--- config.mk ---
export PLATFORM = sky130hd
export DESIGN_NAME = map_access_arbiter
export DESIGN_NICKNAME = d
export VERILOG_FILES = /design/src/rtl/map_arb_pkg.sv /design/src/rtl/rr_arbiter.sv /design/src/rtl/map_access_arbiter.sv
export SDC_FILE = /design/constraint.sdc
export NUM_CORES = 1
export LEC_CHECK = 0
export ABC_AREA = 1
export BUFFER_PORTS_ARGS = -buffer_cell sky130_fd_sc_hd__buf_2
export CORE_ASPECT_RATIO = 0.6
export CORE_MARGIN = 1
export CORE_UTILIZATION = 45
export DETAILED_ROUTE_END_ITERATION = 7
export MAX_ROUTING_LAYER = met4
export PLACE_DENSITY = 0.76
export SYNTH_ARGS = -nofsm -noshare
export SYNTH_HDL_FRONTEND = slang
export SYNTH_SLANG_ARGS = --single-unit
--- constraint.sdc ---
create_clock -name CLOCK_50 -period 3.1 [get_ports CLOCK_50]
set_clock_uncertainty 0.2 [all_clocks]
set_input_delay 0.465 -clock CLOCK_50 [delete_from_list [all_inputs] [get_ports CLOCK_50]]
set_output_delay 0.465 -clock CLOCK_50 [all_outputs]
set_load 0.01 [all_outputs]
--- src/rtl/map_arb_pkg.sv ---
// rtl/map_arb_pkg.sv - shared types, map geometry and tile nibble helpers for the map access arbiter
package map_arb_pkg;

    localparam int MAP_ROWS = 30;
    localparam int MAP_COLS = 40;
    localparam int TILE_W   = 4;
    localparam int WORD_W   = 160;

    typedef enum logic [3:0] {
        EMPTY = 4'd0,
        WALL  = 4'd1,
        DOT   = 4'd2,
        PILL  = 4'd3
    } tile_t;

    typedef enum logic [2:0] {
        S_IDLE,
        S_READ,
        S_CAPT,
        S_WRITE,
        S_RESP
    } arb_state_t;

    // Column 0 sits in the most significant nibble, so shift the wanted nibble up to the top.
    function automatic logic [TILE_W-1:0] tile_of(input logic [WORD_W-1:0] word, input logic [5:0] col);
        logic [WORD_W-1:0] sh;
        sh = word << {col, 2'b00};
        return sh[WORD_W-1 -: TILE_W];
    endfunction

    // Zero the nibble of one column, leaving the rest of the row word intact.
    function automatic logic [WORD_W-1:0] clear_tile(input logic [WORD_W-1:0] word, input logic [5:0] col);
        logic [WORD_W-1:0] mask;
        mask = {{TILE_W{1'b1}}, {(WORD_W-TILE_W){1'b0}}} >> {col, 2'b00};
        return word & ~mask;
    endfunction

endpackage

--- src/rtl/rr_arbiter.sv ---
// rtl/rr_arbiter.sv - combinational round-robin arbiter with optional requester-0 priority
module rr_arbiter #(
    parameter int NREQ = 3,
    parameter int PW   = $clog2(NREQ)
) (
    input  logic [NREQ-1:0] req,
    input  logic [PW-1:0]   ptr,
    input  logic            prio_en,
    output logic [NREQ-1:0] gnt,
    output logic [PW-1:0]   win
);

    logic [2*NREQ-1:0] dbl;
    logic [NREQ-1:0]   rot;
    logic              found;
    int                off;
    int                win_i;

    // Rotate requests so the pointer position is bit 0, take the first set bit, map back.
    always_comb begin
        dbl   = {req, req} >> ptr;
        rot   = dbl[NREQ-1:0];
        found = 1'b0;
        off   = 0;
        for (int j = 0; j < NREQ; j++) begin
            if (!found && rot[j]) begin
                found = 1'b1;
                off   = j;
            end
        end
        win_i = int'(ptr) + off;
        if (win_i >= NREQ) begin
            win_i = win_i - NREQ;
        end
        win = win_i[PW-1:0];
        gnt = found ? (NREQ'(1) << win) : '0;
        if (prio_en && req[0]) begin
            win = '0;
            gnt = NREQ'(1);
        end
    end

endmodule

--- src/rtl/map_access_arbiter.sv ---
// rtl/map_access_arbiter.sv - tile-map RAM port arbiter with read/clear sequencing (option: MAP_ARB_PRIO_EN)
module map_access_arbiter
    import map_arb_pkg::*;
#(
    parameter int NREQ = 3,
    parameter int ROWS = MAP_ROWS,
    parameter int COLS = MAP_COLS
) (
    input  logic                     CLOCK_50,
    input  logic                     reset,
    input  logic                     init_busy,
    input  logic [NREQ-1:0]          req,
    input  logic [NREQ-1:0]          req_clr,
    input  logic [NREQ*5-1:0]        req_row,
    input  logic [NREQ*6-1:0]        req_col,
    output logic [NREQ-1:0]          gnt,
    output logic                     rsp_valid,
    output logic [$clog2(NREQ)-1:0]  rsp_id,
    output logic [3:0]               rsp_tile,
    output logic [4:0]               ram_addr,
    output logic [WORD_W-1:0]        ram_wdata,
    output logic                     ram_wren,
    input  logic [WORD_W-1:0]        ram_q,
    output logic [15:0]              dots_cleared,
    output logic                     busy
);

    localparam int PW = $clog2(NREQ);

`ifdef MAP_ARB_PRIO_EN
    localparam bit PRIO_EN = 1'b1;
`else
    localparam bit PRIO_EN = 1'b0;
`endif

    arb_state_t          state_q, state_d;
    logic [PW-1:0]       ptr_q;
    logic [4:0]          row_q;
    logic [5:0]          col_q;
    logic                clr_q;
    logic [PW-1:0]       id_q;
    logic [WORD_W-1:0]   word_q;
    logic [3:0]          tile_q;

    logic [NREQ-1:0]     arb_gnt;
    logic [PW-1:0]       arb_win;
    logic [NREQ*5-1:0]   row_sh;
    logic [NREQ*6-1:0]   col_sh;
    logic [4:0]          sel_row;
    logic [5:0]          sel_col;
    logic                sel_clr;
    logic                sel_oor;
    logic                accept;
    logic [3:0]          cap_tile;

    rr_arbiter #(.NREQ(NREQ), .PW(PW)) u_arb (
        .req     (req),
        .ptr     (ptr_q),
        .prio_en (PRIO_EN),
        .gnt     (arb_gnt),
        .win     (arb_win)
    );

    // Pick the winner's address fields and decide the next step of the read-modify-write sequence.
    always_comb begin
        row_sh    = req_row >> (int'(arb_win) * 5);
        col_sh    = req_col >> (int'(arb_win) * 6);
        sel_row   = row_sh[4:0];
        sel_col   = col_sh[5:0];
        sel_clr   = req_clr[arb_win];
        sel_oor   = (int'(sel_row) >= ROWS) || (int'(sel_col) >= COLS);
        cap_tile  = tile_of(ram_q, col_q);
        state_d   = state_q;
        accept    = 1'b0;
        gnt       = '0;
        ram_addr  = '0;
        ram_wdata = '0;
        ram_wren  = 1'b0;
        rsp_valid = 1'b0;
        rsp_id    = '0;
        rsp_tile  = '0;
        case (state_q)
            S_IDLE: begin
                if (reset && !init_busy && (|req)) begin
                    accept  = 1'b1;
                    gnt     = arb_gnt;
                    state_d = sel_oor ? S_RESP : S_READ;
                end
            end
            S_READ: begin
                ram_addr = row_q;
                state_d  = S_CAPT;
            end
            S_CAPT: begin
                if (clr_q && (cap_tile == DOT || cap_tile == PILL)) begin
                    state_d = S_WRITE;
                end else begin
                    state_d = S_RESP;
                end
            end
            S_WRITE: begin
                ram_addr  = row_q;
                ram_wdata = clear_tile(word_q, col_q);
                ram_wren  = 1'b1;
                state_d   = S_RESP;
            end
            S_RESP: begin
                rsp_valid = 1'b1;
                rsp_id    = id_q;
                rsp_tile  = tile_q;
                state_d   = S_IDLE;
            end
            default: state_d = S_IDLE;
        endcase
    end

    // State register, request latches, round-robin pointer and the cleared-dot counter.
    always_ff @(posedge CLOCK_50) begin
        if (!reset) begin
            state_q      <= S_IDLE;
            ptr_q        <= '0;
            row_q        <= '0;
            col_q        <= '0;
            clr_q        <= 1'b0;
            id_q         <= '0;
            word_q       <= '0;
            tile_q       <= '0;
            dots_cleared <= '0;
        end else begin
            state_q <= state_d;
            if (accept) begin
                row_q  <= sel_row;
                col_q  <= sel_col;
                clr_q  <= sel_clr;
                id_q   <= arb_win;
                tile_q <= WALL;
                // A priority grant to requester 0 leaves the rotation of the others untouched.
                if (!(PRIO_EN && req[0])) begin
                    ptr_q <= (arb_win == PW'(NREQ-1)) ? '0 : arb_win + 1'b1;
                end
            end
            if (state_q == S_CAPT) begin
                word_q <= ram_q;
                tile_q <= cap_tile;
            end
            if (state_q == S_WRITE && tile_q == DOT && dots_cleared != 16'hFFFF) begin
                dots_cleared <= dots_cleared + 16'd1;
            end
        end
    end

    assign busy = (state_q != S_IDLE);

endmodule

Yosys cells after proc, flatten, opt, wreduce, memory -nomap -nowiden
Index checks and enable logic that the tools add are counted.

Add/sub/neg operators: 4. Multiply operators: 2. Magnitude comparators: 4. Equal/unequal tests: 10. Shift-type cells: 6. Multiplexer cells: 26. Bitwise operators: 2. Reductions and logical operators: 17.

Operators with widths (count): 160-bit bitwise AND (1); 160-bit two-way mux (1); 160-bit inverter (1); 160-bit by 8-bit left shift with 160-bit output (1); 160-bit by 8-bit right shift with 160-bit output, first input constant (1); 3-bit two-way mux (6); 18-bit by 5-bit right shift with 6-bit output (1); 16-bit by 1-bit adder with 16-bit output, second input constant (1); 16-bit inequality test, second input constant (1); 15-bit by 5-bit right shift with 5-bit output (1); 4-bit by 2-bit == test with 1-bit output, second input constant (3); 4-bit two-way mux (3); 3-bit one-hot mux with 4 select lines (1); 1-bit two-way mux (9); 2-bit two-way mux (4); 1-bit logical AND (7); 3-bit by 2-bit == test with 1-bit output, second input constant (2); 6-bit >= comparator, second input constant (1); 6-bit by 2-bit right shift with 3-bit output (1); 5-bit >= comparator, second input constant (1); 2-bit by 3-bit multiplier with 5-bit output, second input constant (1); 5-bit two-way mux (1); 2-bit by 2-bit multiplier with 4-bit output, second input constant (1); 2-bit by 2-bit adder with 3-bit output (1); 17 further kinds (20).

Flip-flop bits (word level): 199. Input port bits: 202. Output and inout port bits: 193. Word-level logic and storage cells: 80.

Logic depth before layout (Yosys ltp)
Gate-level depths: netlist of the first run.

Depth after elaboration: 18. Gate-level depth with buffers: 25. Depth with buffers taken out: 25.

By module
From an unflattened synthesis of the first run, not the netlist that was laid out.

Cells, all modules: 1797. Area total of the unflattened synthesis: 10903.0 um^2.

Modules (own cells, without submodules): map_access_arbiter (times used 1, cells each 1750, area each 10636.5 um^2, seq. area each 3983.8 um^2); rr_arbiter (times used 1, cells each 47, area each 266.5 um^2, seq. area each 0.0 um^2).

Worst setup path before layout of the first run
No wires, ideal clock.

Path type: input to output. Start: input port req[2]. End: output port gnt[1]. Arrival: 2.632 ns. Data required time: 2.435 ns. Path slack: -0.197 ns. Stages on the path: 17. Path buffers: 0. Cell sequence: o21ai_0 > nand2_1 > o21ai_0 > inv_1 > nor2_1 > ha_1 > inv_1 > fa_1 > inv_1 > ha_1 > inv_1 > nand3_1 > nand2_2 > inv_2 > nor2_1 > inv_2 > nor2_4.

Word-level cells in the longest chain between the ends: 15. Elaborated cells between the ends (all ways): 20. Those cells by class: add/sub (2); order compare (1); shift (2); mux (9); reduce/logical (6).

RTL lines: start, declared (RTL line map_access_arbiter.sv:12) `input logic [NREQ-1:0] req,`; 6-bit by 2-bit right shift with 3-bit output (RTL line rr_arbiter.sv:21) `dbl = {req, req} >> ptr;`; 1-bit two-way mux (RTL line rr_arbiter.sv:26) `if (!found && rot[j]) begin`; 1-bit logical NOT (RTL line rr_arbiter.sv:26); 1-bit logical AND (RTL line rr_arbiter.sv:26); 1-bit two-way mux (RTL line rr_arbiter.sv:26); 1-bit logical NOT (RTL line rr_arbiter.sv:26); 1-bit logical AND (RTL line rr_arbiter.sv:26); 2-bit two-way mux (RTL line rr_arbiter.sv:26); 2-bit by 2-bit adder with 3-bit output (RTL line rr_arbiter.sv:31) `win_i = int'(ptr) + off;`; 3-bit by 2-bit >= comparator with 1-bit output / 2-bit by 1-bit subtractor with 2-bit output (equally long branches) (RTL line rr_arbiter.sv:32, rr_arbiter.sv:33); 2-bit two-way mux (RTL line rr_arbiter.sv:32) `if (win_i >= NREQ) begin`; 1-bit by 2-bit left shift with 3-bit output (RTL line rr_arbiter.sv:36) `gnt = found ? (NREQ'(1) << win) : '0;`; 3-bit two-way mux (RTL line rr_arbiter.sv:36); 3-bit two-way mux (*) (RTL line map_access_arbiter.sv:84) `if (reset && !init_busy && (|req)) begin`; 3-bit two-way mux (*) (RTL line map_access_arbiter.sv:82) `case (state_q)`; end, declared (RTL line map_access_arbiter.sv:16) `output logic [NREQ-1:0] gnt,`.

Every way passes the cells marked *; elsewhere a longest branch is shown, timed or not.

Worst setup path in the final report of the first run
Start: register ptr_q[0]. End: output port gnt[2].

Word-level cells in the longest chain between the ends: 15. Elaborated cells between the ends (all ways): 18. Those cells by class: add/sub (2); order compare (1); shift (2); mux (9); reduce/logical (4).

RTL lines: start, declared (RTL line map_access_arbiter.sv:37) `logic [PW-1:0] ptr_q;`; start signal, assigned (RTL line map_access_arbiter.sv:139) `ptr_q <= (arb_win == PW'(NREQ-1)) ? '0 : arb_win + 1'b1;`; 6-bit by 2-bit right shift with 3-bit output (RTL line rr_arbiter.sv:21); 1-bit two-way mux (RTL line rr_arbiter.sv:26); 1-bit logical NOT (RTL line rr_arbiter.sv:26); 1-bit logical AND (RTL line rr_arbiter.sv:26); 1-bit two-way mux (RTL line rr_arbiter.sv:26); 1-bit logical NOT (RTL line rr_arbiter.sv:26); 1-bit logical AND (RTL line rr_arbiter.sv:26); 2-bit two-way mux (RTL line rr_arbiter.sv:26); 2-bit by 2-bit adder with 3-bit output (RTL line rr_arbiter.sv:31); 3-bit by 2-bit >= comparator with 1-bit output / 2-bit by 1-bit subtractor with 2-bit output (equally long branches) (RTL line rr_arbiter.sv:32, rr_arbiter.sv:33); 2-bit two-way mux (RTL line rr_arbiter.sv:32); 1-bit by 2-bit left shift with 3-bit output (RTL line rr_arbiter.sv:36); 3-bit two-way mux (*) (RTL line rr_arbiter.sv:36); 3-bit two-way mux (*) (RTL line map_access_arbiter.sv:84); 3-bit two-way mux (*) (RTL line map_access_arbiter.sv:82).

Marked as above.

==> results of run 1 <==
cells in the final DEF, fill, tap and decap left out, types with 4 or more instances in the layout:
cell | netlist | layout
nor2_1 | 487 | 483
nand2_1 | 454 | 443
buf_2 | 28 | 391
dfxtp_1 | 199 | 195
o21ai_0 | 151 | 145
inv_1 | 106 | 100
nand3_1 | 106 | 99
a21oi_1 | 49 | 47
buf_4 | 0 | 44
o21ai_1 | 41 | 41
nand4_1 | 23 | 23
clkbuf_16 | 0 | 18
inv_2 | 13 | 14
nand2_2 | 4 | 13
nor3_1 | 17 | 12
buf_6 | 5 | 10
nor3_2 | 6 | 9
a22oi_1 | 11 | 9
nor2_4 | 4 | 7
buf_12 | 0 | 7
diode_2 | 0 | 6
o21ai_2 | 0 | 6
o211ai_1 | 6 | 6
inv_4 | 1 | 5
bufinv_16 | 0 | 5
nor2_2 | 3 | 4
nor4_1 | 4 | 4
nand3_2 | 0 | 4
what timing repair did:
action / CTS / global route
gates cloned: 0 / 1
endpoints found under the setup margin: 87 / 76
gates resized for setup: 26 / 40
buffers inserted: 3 / 3
pin swaps: 4 / 16
registers in the layout, summed over array words and instances, names as in the netlist:
register,cells
row_q,5
tile_q,4
col_q,6
word_q,160
clr_q,1
state_q,3
dots_cleared,16
ptr_q,2
id_q,2
power by group through the flow:
stage | sequential (mW) | clock, mW | combinational, mW
6_report | 3.17 | 2.53 | 3.81
5_1_grt | 3.21 | 2.66 | 4.16
4_1_cts | 3.16 | 2.54 | 3.49
3_5_place_dp | 3.20 | 0 | 3.29
3_3_place_gp | 3.19 | 0 | 3.23
2_1_floorplan | 3.10 | 0 | 2.12
per-stage QoR:
stage	hold WS, ns	setup WS, ns	instance area [µm²]
final	0.05437	-0.5357	14350
after global routing	0.04946	-0.6876	14350
after CTS	0.04353	-0.5246	14120
after detailed placement	0.2544	-0.3927	13340
after global placement	0.2543	-0.3545	13340
after floorplan	0.2300	-0.1241	10970
worst min-delay path, cell delays in order:
cell	delay [ns]
buf_2	0.09
nor2_1	0.04
nor2_1	0.08
routing by layer:
layer	vias up	GRT usage	wire [µm]
met3	66	0.07382	5063
met1	6299	0.5293	20860
met4	0	0.08412	823
li1	6474	-	-
met2	793	0.5386	19830
met5	-	-	0
final cells by class:
cell class                 instances  area share
clock buffer                      21     0.03208
multi-input combinational       1384      0.4338
tap                              315     0.02746
timing repair buffer             454      0.1806
inverter                         122     0.03347
sequential                       199      0.2781
clock inverter                    11     0.01351
antenna                            6    0.001046
path summary, 6_finish.rpt:
path	to	slack [ns]	start	depth (start not counted)
min	word_q[60]	0.05	ram_q[60]	3
min reg2reg	id_q[1]	0.27	id_q[1]	2
max reg2reg	state_q[2]	-0.30	ptr_q[0]	25
max	gnt[2]	-0.54	ptr_q[0]	16
kinds of logic (layout without fill, tap and decap cells):
kind of cell	after synthesis	after routing
buffers and inverters	233	608
xor gates and xnor gates	4	4
muxes	1	1
and+or+nand+nor	1112	1112
other	0	6
DFF	199	199
AOI/OAI and AO/OA	263	263
adders and majority gates	4	4
==> results.md, run 1 <==
* PwrDens at 663.2 nW/µm²
* Worst-Skew Late Latency at 0.44 ns
* H-tree depth at 4
* Num ports at 395
* XOR/XNOR Fraction of Synth Area at 0.003205
* Tot Pwr at 9.519 mW
* Final setup margin at -0.5357 ns
* Row Count at 43
* Initial Utilization at 0.4660
* Via density at 5.427
* TritonCTS buffer count at 17
* Grt ovf at 0
* Max_slew headroom at 0.4142
* Worst EP arrival at 2.97 ns
* Share of cells above drive strength 1 at 0.2611
* Kind of critical path: reg2out
* Fillers at 2,330
* DRT iter0 DRCs at 1,492
* Util after Layout at 0.6119
* Final setup TNS at -2.469 ns
* FFs w/ async S/R, synth at 0
* Syn-to-layout area delta at 31.32%
* Largest net degree at the start of global routing at 184
* Die area at 24,940 µm²
* Count of input and output buffers at 394
* Tcrit/Tclk final at 1.173
* Unrepaired setup endpoints after global routing: yes
* Die W at 203.2 µm
* Dominant cells by area after synthesis: dfxtp_1 (36%), nor2_1 (17%), nand2_1 (16%)
* Initial antenna violation count at 4
* Clk sink count at 199
* Total of max-cap violations at 0
* Worst-margin pin slew at 0.8787 ns
* Synth cell types at 37
* Combinational fraction of design power at 0.401
* Storage element area at 3991 µm²
* Ys Warns at 0
* Sequential power share at 0.333
* Sw power at 3.696 mW
* Simple-gate share of the synthesized area at 0.4131
* First-pass GRT wire length at 69,170 µm
* Most frequent cell after synthesis: nor2_1
* DP Wirelength at 33,500 µm
* Worst Path Buf+Inv at 5
* Synth Area in Adders at 0.005266
* Worst Setup Start Kind: flip-flop
* Via Count at 13,630
* Max clock buf depth at 2
* Slowest CP cell: fa_1
* Clock share of power at 0.266
* Outcome: finished, violations left
* Number of global-route vias before repair at 12,360
* Failing checks: setup timing
* Fin nets at 2,384
* Residual DRC at 0
* Sw frac at 0.3882
* Worst path max stage delay at 0.51 ns
* Post-route insts no fill at 2,512
* Tmin final at 3.636 ns
* Main combinational cell family by area after synthesis: simple AND/OR/NAND/NOR gates
* Yosys top cell area share at 0.3645
* Placed insts at 2,467
* Leading area contributor after synthesis: dfxtp_1
* Setup violations, final at 13
* Peak Freq at 275.0 MHz
* Portion of netlist area occupied by mux cells at 0.0009158
* Seq/Total Area, Yosys at 0.3645
* Die H at 122.7 µm
* Area occupied by multi-input gates at 6226 µm²
* GR Util All Layers at 0.3722
* Fin. max-slew vios at 0
* Clock transition at path regs at 0.08 ns
* Mean Syn Cell Area at 6.019 µm²
* Final count of hold timing violations at 0
* Cell family with most CP delay: adder cells
* Syn_nets at 2,022
* Critical Path End Type: output pin
* Peak supply drop at 0.4377 mV
* Wirelength per Cell at 18.54 µm
* Peak fanout along the critical path at 6
* Hold Path Class: in2reg
* Post-synth EDFFs at 0
* Worst EP required at 2.43 ns
* CTS tree: done
* Int Pwr at 5.824 mW
* LEAKAGE at 7.550 nW
* Synth Area in Compound Gates at 0.1257
* Initial DRT Pass Iterations at 6
* Hold buffer count at cts at 0
* Gpl congestion at 0.9494
* Synth Instances at 1,816
* Post-synth top cells: nor2_1 (487), nand2_1 (454), dfxtp_1 (199), o21ai_0 (151)
* Routed WL at 46,570 µm
* Post-synthesis cell area at 10,930 µm²
* Synthesis-stage register bit count at 199
* Worst path cell trace: nand2_2, o21ai_2, nand2_1, o21ai_2, inv_1, nor2_1, ha_2, inv_2, fa_1, inv_2, ha_4, o21ai_1, nand2_2, buf_4, nor3_4, buf_2
* Primary FF master, synth: dfxtp_1
* Antenna viol nets, final at 0
* Root buffer cell: clkbuf_16
* Core ar. at 23,460 µm²
Note: power is estimated with default switching activity, not from simulation.
==> run 2, diff against run 1 <==
--- a/config.mk
+++ b/config.mk
@@ -12,7 +12,7 @@
 export CORE_UTILIZATION = 45
 export DETAILED_ROUTE_END_ITERATION = 7
 export MAX_ROUTING_LAYER = met4
-export PLACE_DENSITY = 0.76
+export PLACE_DENSITY = 0.74
 export SYNTH_ARGS = -nofsm -noshare
 export SYNTH_HDL_FRONTEND = slang
 export SYNTH_SLANG_ARGS = --single-unit
==> constraint.sdc (replaced) <==
create_clock -name CLOCK_50 -period 3.8 [get_ports CLOCK_50]
set_clock_uncertainty 0.2 [all_clocks]
set_input_delay 0.57 -clock CLOCK_50 [delete_from_list [all_inputs] [get_ports CLOCK_50]]
set_output_delay 0.57 -clock CLOCK_50 [all_outputs]
set_load 0.01 [all_outputs]
==> results.md, run 2 (synthesis results as in run 1) <==
* Most common cell after layout, fill and taps aside: nor2_1
* Kind of critical path: reg2out
* Placed insts at 2,451 (-0.65%)
* Critical Path End Type: output pin
* TritonCTS buffer count at 17 (unchanged)
* Grt ovf at 0 (unchanged)
* Met3 wire length at 5344 µm (+5.6%)
* Initial Utilization at 0.4660 (unchanged)
* Root buffer cell: clkbuf_16
* Share of cells above drive strength 1 at 0.2421 (-0.01901)
* DRT iter0 DRCs at 1,618 (+8.4%)
* H-tree depth at 4 (unchanged)
* Initial antenna violation count at 5 (+1)
* Worst EP required at 3.03 ns (+0.60 ns)
* Routed met1 length at 20,240 µm (-3.0%)
* Tmin final at 3.876 ns
* Pre-CTS WS at -0.1685 ns (+0.2243 ns)
* Final setup TNS at -0.1910 ns (+2.278 ns)
* Fin nets at 2,367 (-0.71%)
* Reg with most FFs: word_q
* Max_slew headroom at 0.2150 (-0.1992)
* Worst Setup Start Kind: flip-flop
* Tot Pwr at 7.214 mW (-24%)
* Final count of hold timing violations at 0 (unchanged)
* Clock transition at path regs at 0.08 ns (about the same)
* Number of global-route vias before repair at 12,230 (-1.0%)
* Final setup margin at -0.07607 ns (+0.4596 ns)
* Worst-Skew Late Latency at 0.45 ns (about the same)
* Unrepaired setup endpoints after global routing: yes
* Routed WL at 46,160 µm (-0.88%)
* Largest register FFs at 160 (unchanged)
* Worst EP arrival at 3.11 ns (+0.14 ns)
* Die H at 122.7 µm (unchanged)
* Via density at 5.457 (+0.56%)
* Core ar. at 23,460 µm² (unchanged)
* Die W at 203.2 µm (unchanged)
* Total of max-cap violations at 0 (unchanged)
* Wirelength per Cell at 18.50 µm (-0.20%)
* Outcome: finished, violations left
* PwrDens at 519.4 nW/µm² (-22%)
* Residual DRC at 0 (unchanged)
* Row Count at 43 (unchanged)
* Failing checks: setup timing
* Max clock buf depth at 2 (unchanged)
* Commonest non-fill, non-tap cells in the layout: nor2_1 (485), nand2_1 (449), buf_2 (392)
* Peak supply drop at 0.3062 mV (-30%)
* DP Wirelength at 32,830 µm (-2.0%)
* Gpl congestion at 0.9464 (-0.32%)
* Tcrit/Tclk final at 1.020
* Peak fanout along the critical path at 6 (unchanged)
* GR Util All Layers at 0.3694 (-0.002735)
* Syn-to-layout area delta at 27.08%
* Fin. max-slew vios at 0 (unchanged)
* Initial DRT Pass Iterations at 5 (-1)
* Setup violations, final at 3 (-10)
* Hold Path Class: in2reg
* Antenna viol nets, final at 0 (unchanged)
* Util after Layout at 0.5922 (-0.01974)
* Via Count at 13,620 (-0.12%)
* Highest metal used: met4
* Peak Freq at 258.0 MHz
* Worst-margin pin slew at 1.177 ns (+0.2988 ns)
* LEAKAGE at 7.358 nW (-2.5%)
* Num ports at 395 (unchanged)
* Post-route insts no fill at 2,495 (-0.68%)
* Regs by FF count: word_q (160), dots_cleared (16), col_q (6)
* CTS tree: done
* Area after DPL at 13,130 µm² (-1.6%)
* Clk sink count at 199 (unchanged)
* Post-route cell area at 13,890 µm² (-3.2%)
* Metal2 WL at 19,620 µm (-1.0%)
* Min Hold Slack at 0.1541 ns (+0.09975 ns)
* Count of input and output buffers at 394 (unchanged)
* Largest net degree at the start of global routing at 183 (-0.54%)
* First-pass GRT wire length at 68,450 µm (-1.0%)
* Die area at 24,940 µm² (unchanged)
## run 2: what timing repair did
item	CTS	global route
setup buffers	5	1
hold buffers	0	0
pin swaps	8	10
endpoints found under the setup margin	3	8
resized for setup	21	18
## run 2: worst paths after layout
kind                     end       from  cells after the start  slack (ns)
setup / recovery      gnt[0]   ptr_q[0]                     16       -0.08
hold / removal    word_q[13]  ram_q[13]                      3        0.15
hold reg to reg    tile_q[3]  tile_q[3]                      2        0.27
setup reg to reg  state_q[2]   ptr_q[0]                     24        0.23
## run 2: worst max-delay path, stage by stage, from the launching register on
cell,delay (ns)
dfxtp_4,0.44
nand2_4,0.08
o21ai_4,0.07
nand2_1,0.08
o21ai_2,0.07
inv_1,0.08
nor2_1,0.12
ha_2,0.18
inv_2,0.03
fa_1,0.53
inv_2,0.06
ha_4,0.18
o21ai_2,0.18
nand2_2,0.15
buf_6,0.17
nor2_4,0.13
buf_6,0.11
## run 2: power breakdown
| part | switching [mW] | internal [mW] | total [mW] |
|---|---|---|---|
| Combinational | 1.87 | 0.904 | 2.77 |
| Clock | 0.861 | 0.988 | 1.85 |
| Sequential | 0.213 | 2.38 | 2.59 |
| Total | 2.94 | 4.27 | 7.21 |
## run 2: final cells by class
cell class	instances	area [µm²]
Antenna cell	7	17.52
Clock buffer	20	446.7
Clock inverter	11	122.6
Fill cell	2409	9567
Inverter	122	473.0
Multi-Input combinational cell	1384	6113
Sequential cell	199	3991
Tap cell	315	394.1
Timing Repair Buffer	437	2332
## run 2: per-layer routing
layer / global-route usage / up-vias
met5: - / -
met4: 0.09821 / 0
met3: 0.09241 / 76
met2: 0.5352 / 846
met1: 0.5079 / 6257
li1: - / 6436
